## config.mk

```make
export PLATFORM = sky130hd
export DESIGN_NAME = inst_fetch_flat
export DESIGN_NICKNAME = d
export VERILOG_FILES = /design/src/rtl/inst_fetch_pkg.sv /design/src/rtl/i_instbus.sv /design/src/rtl/inst_fetch_pc_reg.sv /design/src/rtl/inst_fetch.sv /design/src/flat_wrapper.sv
export SDC_FILE = /design/constraint.sdc
export NUM_CORES = 1
export LEC_CHECK = 0
export ABC_AREA = 1
export BUFFER_PORTS_ARGS = -buffer_cell sky130_fd_sc_hd__buf_2
export CORE_ASPECT_RATIO = 1.4
export CORE_MARGIN = 10
export CORE_UTILIZATION = 50
export DETAILED_ROUTE_END_ITERATION = 7
export PLACE_DENSITY = 0.89
export RECOVER_POWER = 100
export SLEW_MARGIN = 0
export SYNTH_ARGS = -nofsm -noshare
export SYNTH_HDL_FRONTEND = slang
export SYNTH_SLANG_ARGS = --single-unit
export TNS_END_PERCENT = 100
```

## constraint.sdc

```tcl
create_clock -name clk -period 1.9 [get_ports clk]
set_input_delay 0.19 -clock clk [delete_from_list [all_inputs] [get_ports clk]]
set_output_delay 0.19 -clock clk [all_outputs]
set_load 0.02 [all_outputs]
```

## src/rtl/inst_fetch_pkg.sv

```systemverilog
// Shared types and constants for the instruction-fetch stage.
package inst_fetch_pkg;

  typedef logic [31:0] addr_t;
  typedef logic [31:0] inst_data_t;

  localparam logic       CHIP_ENABLE      = 1'b1;
  localparam logic       CHIP_DISABLE     = 1'b0;
  localparam addr_t      RESET_PC_DEFAULT = 32'h0000_0000;
  localparam inst_data_t INST_NOP         = 32'h0000_0000;

endpackage

```

## src/rtl/i_instbus.sv

```systemverilog
// Instruction ROM bus: fetch stage drives enable/address, ROM returns data combinationally.
interface i_instbus #(
  parameter int ADDR_W = 32,
  parameter int INST_W = 32
);
  logic              ce;
  logic [ADDR_W-1:0] addr;
  logic [INST_W-1:0] data;

  modport master (output ce, output addr, input data);
  modport slave  (input ce, input addr, output data);
endinterface

```

## src/rtl/inst_fetch_pc_reg.sv

```systemverilog
// Program counter, fetch enable and the branch target parked while the pipe is stalled.
module inst_fetch_pc_reg
  import inst_fetch_pkg::*;
#(
  parameter int                ADDR_W   = 32,
  parameter logic [ADDR_W-1:0] RESET_PC = RESET_PC_DEFAULT
) (
  input  logic              clk,
  input  logic              rst_n,
  input  logic              stall,
  input  logic              flush,
  input  logic [ADDR_W-1:0] flush_pc,
  input  logic              branch_valid,
  input  logic [ADDR_W-1:0] branch_target,
  output logic [ADDR_W-1:0] pc,
  output logic              ce_r
);

  logic              pend_valid;
  logic [ADDR_W-1:0] pend_target;
  logic [ADDR_W-1:0] flush_aligned;
  logic [ADDR_W-1:0] branch_aligned;

  assign flush_aligned  = {flush_pc[ADDR_W-1:2], 2'b00};
  assign branch_aligned = {branch_target[ADDR_W-1:2], 2'b00};

  always_ff @(posedge clk or negedge rst_n) begin
    if (!rst_n) begin
      ce_r        <= CHIP_DISABLE;
      pc          <= RESET_PC;
      pend_valid  <= 1'b0;
      pend_target <= '0;
    end else begin
      ce_r <= CHIP_ENABLE;
      // The PC only advances once the ROM has been enabled for a cycle.
      if (ce_r == CHIP_ENABLE) begin
        if (flush) begin
          pc         <= flush_aligned;
          pend_valid <= 1'b0;
        end else if (stall) begin
          if (branch_valid) begin
            pend_valid  <= 1'b1;
            pend_target <= branch_aligned;
          end
        end else if (pend_valid) begin
          pc         <= pend_target;
          pend_valid <= 1'b0;
        end else if (branch_valid) begin
          pc <= branch_aligned;
        end else begin
          pc <= pc + ADDR_W'(4);
        end
      end
    end
  end

endmodule

```

## src/rtl/inst_fetch.sv

```systemverilog
// Instruction-fetch stage: drives the ROM from the PC and captures the IF/ID pipeline register.
module inst_fetch
  import inst_fetch_pkg::*;
#(
  parameter int                ADDR_W   = 32,
  parameter int                INST_W   = 32,
  parameter logic [ADDR_W-1:0] RESET_PC = RESET_PC_DEFAULT
) (
  input  logic              clk,
  input  logic              rst_n,
  i_instbus.master          rom,
  input  logic              stall,
  input  logic              flush,
  input  logic [ADDR_W-1:0] flush_pc,
  input  logic              branch_valid,
  input  logic [ADDR_W-1:0] branch_target,
  output logic [ADDR_W-1:0] id_pc,
  output logic [INST_W-1:0] id_inst,
  output logic              id_valid
);

  logic [ADDR_W-1:0] pc;
  logic              ce_r;

  inst_fetch_pc_reg #(
    .ADDR_W   (ADDR_W),
    .RESET_PC (RESET_PC)
  ) u_pc_reg (
    .clk           (clk),
    .rst_n         (rst_n),
    .stall         (stall),
    .flush         (flush),
    .flush_pc      (flush_pc),
    .branch_valid  (branch_valid),
    .branch_target (branch_target),
    .pc            (pc),
    .ce_r          (ce_r)
  );

  assign rom.ce   = ce_r;
  assign rom.addr = pc;

  always_ff @(posedge clk or negedge rst_n) begin
    if (!rst_n) begin
      id_pc    <= '0;
      id_inst  <= INST_W'(INST_NOP);
      id_valid <= 1'b0;
    end else if (flush) begin
      id_pc    <= '0;
      id_inst  <= INST_W'(INST_NOP);
      id_valid <= 1'b0;
    end else if (!stall) begin
      // Nothing real is fetched while the ROM is still disabled.
      id_pc    <= pc;
      id_inst  <= (ce_r == CHIP_ENABLE) ? rom.data : INST_W'(INST_NOP);
      id_valid <= (ce_r == CHIP_ENABLE);
    end
  end

endmodule

```

## src/flat_wrapper.sv

```systemverilog
// flat-port wrapper written by rule: the top's interface ports become plain ports
module inst_fetch_flat import inst_fetch_pkg::*;
#(
  parameter int                ADDR_W   = 32,
  parameter int                INST_W   = 32,
  parameter logic [ADDR_W-1:0] RESET_PC = RESET_PC_DEFAULT
)
  (clk, rst_n, stall, flush, flush_pc, branch_valid, branch_target, id_pc, id_inst, id_valid, rom_ce, rom_addr, rom_data);
  i_instbus #(.ADDR_W(ADDR_W), .INST_W(INST_W)) rom_i ();
  input  logic clk;
  input  logic rst_n;
  input  logic stall;
  input  logic flush;
  input  logic [ADDR_W-1:0] flush_pc;
  input  logic branch_valid;
  input  logic [ADDR_W-1:0] branch_target;
  output logic [ADDR_W-1:0] id_pc;
  output logic [INST_W-1:0] id_inst;
  output logic id_valid;
  output wire logic [$bits(rom_i.ce)-1:0] rom_ce;
  output wire logic [$bits(rom_i.addr)-1:0] rom_addr;
  input wire logic [$bits(rom_i.data)-1:0] rom_data;
  assign rom_ce = rom_i.ce;
  assign rom_addr = rom_i.addr;
  assign rom_i.data = rom_data;
  inst_fetch #(.ADDR_W(ADDR_W), .INST_W(INST_W), .RESET_PC(RESET_PC)) u_core (.clk(clk), .rst_n(rst_n), .rom(rom_i), .stall(stall), .flush(flush), .flush_pc(flush_pc), .branch_valid(branch_valid), .branch_target(branch_target), .id_pc(id_pc), .id_inst(id_inst), .id_valid(id_valid));
endmodule
```

==> summary.md <==
| Metric | Value |
|---|---|
| Result of the run | complete, no violations |
| Required @ worst endpoint | 2.26 ns |
| Delay of the slowest critical-path stage | 0.37 ns |
| Setup WS post-layout | 0.0838 ns |
| Final GP Congestion | 1.01 |
| Final setup violation count | 0 |
| Clock-pin slew on the worst setup and hold paths | 0.06 ns |
| Detail-routed via count per cell | 5.56 |
| Cell breakdown of the critical path | ha_1 > inv_1 > nor2_4 > nand2_2 > nor2_4 > buf_4 > xor2_1 > nand2_1 > nand3_1 > nand2_1 > nand2_1 |
| Total Power Consumption | 8400 uW |
| Ys async rst share | 100% |
| Setup CP Type | reg -> reg |
| Post-layout minimum cycle time | 1.82 ns |
| Max Cap Violations | 0 |
| Final Hold Fails | 0 |
| Largest voltage drop on the vdd net | 0.000521 V |
| H-tree lvl count | 4 |
| Cell with the most instances on the worst path | sky130_fd_sc_hd__nand2_1 |
| Worst Path Max Fanout | 5 |
| Filler Cell Count | 1085 |
| Syn Area/Cell | 7.92 um2 |
| Count of boundary I/O pins | 199 |
| Row count | 49 |
| Tightest Hold Check Type | in -> reg |
| Max Clk Rate | 551 MHz |
| Core Area | 12800 um2 |
| DR pass1 iterations | 6 |
| Destination of the worst register-to-register timing path | u_core.u_pc_reg.pc[18] |
| Top-count cell post-synth | sky130_fd_sc_hd__nand2_1 |
| Number of flops mapped to enable cells by yosys | 0 |
| Die area | 17900 um2 |
| Most used flip-flop cell after synthesis | sky130_fd_sc_hd__dfrtp_1 |
| CP startpoint kind | flop |
| Total number of nets in the final design | 1127 |
| Vias in the first global route | 6535 |
| Gate Count Post-Synth | 813 |
| Critical path's slowest cell | sky130_fd_sc_hd__dfrtp_1 |
| Clk buf depth | 2 |
| Clock tree from TritonCTS | yes |
| Worst reg2reg startpoint | u_core.u_pc_reg.pc[2] |
| Synthesized area | 6440 um2 |
| Total count of max-transition violations in the final report | 0 |
| Average wire length per cell after detail routing | 18.3 um |
| End point of the critical path | u_core.u_pc_reg.pc[18] |
| Clock Tree Root | sky130_fd_sc_hd__clkbuf_16 |
| Drt total wl | 21.8 mm |
| Total GRT Usage | 23.9% |
| Sequential cell area | 3150 um2 |
| Count of input and output buffers | 192 |
| Kind of end point of the critical path | flop |
| Final ANT Viol Nets | 0 |
| Pin count of the biggest net entering global routing | 65 |
| Total of warnings raised by yosys | 0 |
| Worst setup startpoint | u_core.u_pc_reg.pc[2] |
| Share of the yosys chip area belonging to registers | 49.0% |
| Grt ovf | 0 |
| Number of sinks handled by clock tree synthesis | 126 |
| P&R area growth vs syn | 28.8% |
| Cell type contributing the most total cell area after synthesis | sky130_fd_sc_hd__dfrtp_1 |
| TritonCTS buffer count | 17 |
| Tightest Pin Transition | 0.925 ns |
| Top cells by area, synth | sky130_fd_sc_hd__dfrtp_1, sky130_fd_sc_hd__nand2_1, sky130_fd_sc_hd__a22o_1 |
| Share of layout cells above drive strength 1 | 16.8% |
| Chip width | 116 um |
| Die H | 154 um |
| Final worst-path cycle share | 95.6% |
| Via total after detailed routing | 6622 |
| Endpoint arrival time on the critical path | 2.17 ns |
| Static power due to leakage | 0.00407 uW |
| HPWL Detailed | 15.6 mm |
| Logic depth of the worst register-to-register path | 11 |
| Register-to-Register Setup Slack | 0.08 ns |
| Tightest hold margin | 0.00747 ns |
| Synth top area share | 49.0% |
| Number of instances in the placed design | 1136 |
| Headroom to the max-slew limit | 38.3% |
| Number of synthesized register bits | 126 |
| Number of library cell types mapped by synthesis | 32 |
| Final clock skew | 0.0125 ns |
| Most common library cells after synthesis | sky130_fd_sc_hd__nand2_1, sky130_fd_sc_hd__dfrtp_1, sky130_fd_sc_hd__nor2_1 |
| Final routed DRC violation total | 0 |
| Multi-input gate area in the final layout | 2840 um2 |
| Clock latency on the worst-skew pair | 0.42 ns |
| Global-route wire length before repair | 33.7 mm |
| Number of antenna violations at the first check in global routing | 1 |
| Effective utilization at floorplan | 50.5% |
| Detailed Route Iter0 Violations | 717 |
| Filler-free cell count of the finished design | 1192 |
| Pwr per Cell Area | 1010 nW/um2 |
| Worst-case setup slack after placement | 0.216 ns |
cell usage in the layout, fill, tap and decap left out, types with 2 or more instances in the layout:
cell	n
sky130_fd_sc_hd__nand2_2	5
sky130_fd_sc_hd__buf_2	97
sky130_fd_sc_hd__nor2_1	70
sky130_fd_sc_hd__o31ai_1	23
sky130_fd_sc_hd__xnor2_1	3
sky130_fd_sc_hd__nor2_4	5
sky130_fd_sc_hd__xor2_1	5
sky130_fd_sc_hd__mux2_2	6
sky130_fd_sc_hd__inv_8	2
sky130_fd_sc_hd__bufinv_16	3
sky130_fd_sc_hd__clkbuf_16	17
sky130_fd_sc_hd__o21ai_0	44
sky130_fd_sc_hd__nor2_2	8
sky130_fd_sc_hd__dfrtp_1	126
sky130_fd_sc_hd__a22oi_1	10
sky130_fd_sc_hd__nand2_1	260
sky130_fd_sc_hd__buf_4	13
sky130_fd_sc_hd__buf_12	3
sky130_fd_sc_hd__o21ai_1	4
sky130_fd_sc_hd__clkbuf_1	99
sky130_fd_sc_hd__clkinvlp_4	2
sky130_fd_sc_hd__and2_1	3
sky130_fd_sc_hd__o211ai_1	3
sky130_fd_sc_hd__clkbuf_2	3
sky130_fd_sc_hd__a22o_1	32
sky130_fd_sc_hd__inv_1	57
sky130_fd_sc_hd__dlygate4sd3_1	22
sky130_fd_sc_hd__inv_6	7
sky130_fd_sc_hd__conb_1	3
sky130_fd_sc_hd__nand3_1	49
sky130_fd_sc_hd__a21oi_1	45
routing by layer:
metal | vias up | GRT usage, % | part of all wire, %
li1 | 3080 | - | -
met1 | 3102 | 27.4 | 38
met2 | 373 | 40.1 | 49
met3 | 67 | 5.42 | 8.3
met4 | 0 | 13.2 | 4.3
met5 | - | 0 | 0
what timing repair did:
| action | CTS | global route |
|---|---|---|
| endpoints found under the setup margin | 0 | 3 |
| endpoints found under the hold margin | 52 | 0 |
| setup buffers | 0 | 1 |
| resized for setup | 0 | 1 |
| hold buffers | 22 | 0 |
flip-flops by register name (all words and copies together), names as in the netlist:
| name | cells |
|---|---|
| u_core.id_pc | 31 |
| u_core.id_inst | 32 |
| u_core.u_pc_reg.ce_r | 1 |
| u_core.u_pc_reg.pend_valid | 1 |
| u_core.id_valid | 1 |
| u_core.u_pc_reg.pend_target | 30 |
| u_core.u_pc_reg.pc | 30 |
per-stage QoR:
stage / TNS [ns] / util [%] / area [um2]
after detailed placement: 0 / 59.5 / 7580
after floorplan: 0 / - / 6440
after CTS: 0 / 66.1 / 8430
final: 0 / 65.0 / 8290
after global placement: 0 / 59.5 / 7580
after global routing: -0.0465 / 65.0 / 8290
worst min path at each step:
stage / from / to / slack, ns / depth (start not counted)
2_1_floorplan: rst_n / u_core.id_inst[0] / -0.11 / 0
3_3_place_gp: rst_n / u_core.u_pc_reg.pend_target[5] / 0.17 / 1
3_5_place_dp: rst_n / u_core.u_pc_reg.pend_target[5] / 0.17 / 1
4_1_cts: rom_data[9] / u_core.id_inst[9] / 0.0003 / 2
5_1_grt: rom_data[1] / u_core.id_inst[1] / 0.006 / 2
6_report: rom_data[1] / u_core.id_inst[1] / 0.007 / 2
layout make-up:
cell class                      count  area share [%]
Sequential cell                   126            38.0
Multi-Input combinational cell    583            34.3
Timing Repair Buffer              238            15.2
Clock buffer                       17            5.13
Inverter                           59            2.70
Clock inverter                     15            2.38
Tap cell                          153            2.31
Antenna cell                        1          0.0302
report_power, final:
| group | leakage [uW] | switching [uW] | internal [uW] |
|---|---|---|---|
| registers | 0.00162 | 295 | 3000 |
| clock network | 0.000300 | 1330 | 2110 |
| logic | 0.00215 | 1120 | 553 |
| total | 0.00407 | 2740 | 5660 |
logic make-up (layout without fill, tap and decap cells):
family	after synthesis	after routing	synth area share (%)
AO/OA/AOI/OAI	162	162	15.9
XOR/XNOR	8	8	1.09
adder cells (fa/ha/maj)	1	1	0.194
buffers and inverters	105	329	6.96
flip-flops	126	126	49.0
multiplexers	6	6	1.05
other	2	4	0.117
AND/OR/NAND/NOR	403	403	25.8
critical path, delay by kind of cell (launching register included):
kind | cells | cell delay [ns]
buffers and inverters | 2 | 0.27
DFF | 1 | 0.37
xor gates and xnor gates | 1 | 0.18
adders and majority gates | 1 | 0.24
and+or+nand+nor | 7 | 0.70
No activity file was read; power rests on OpenSTA's default activity.
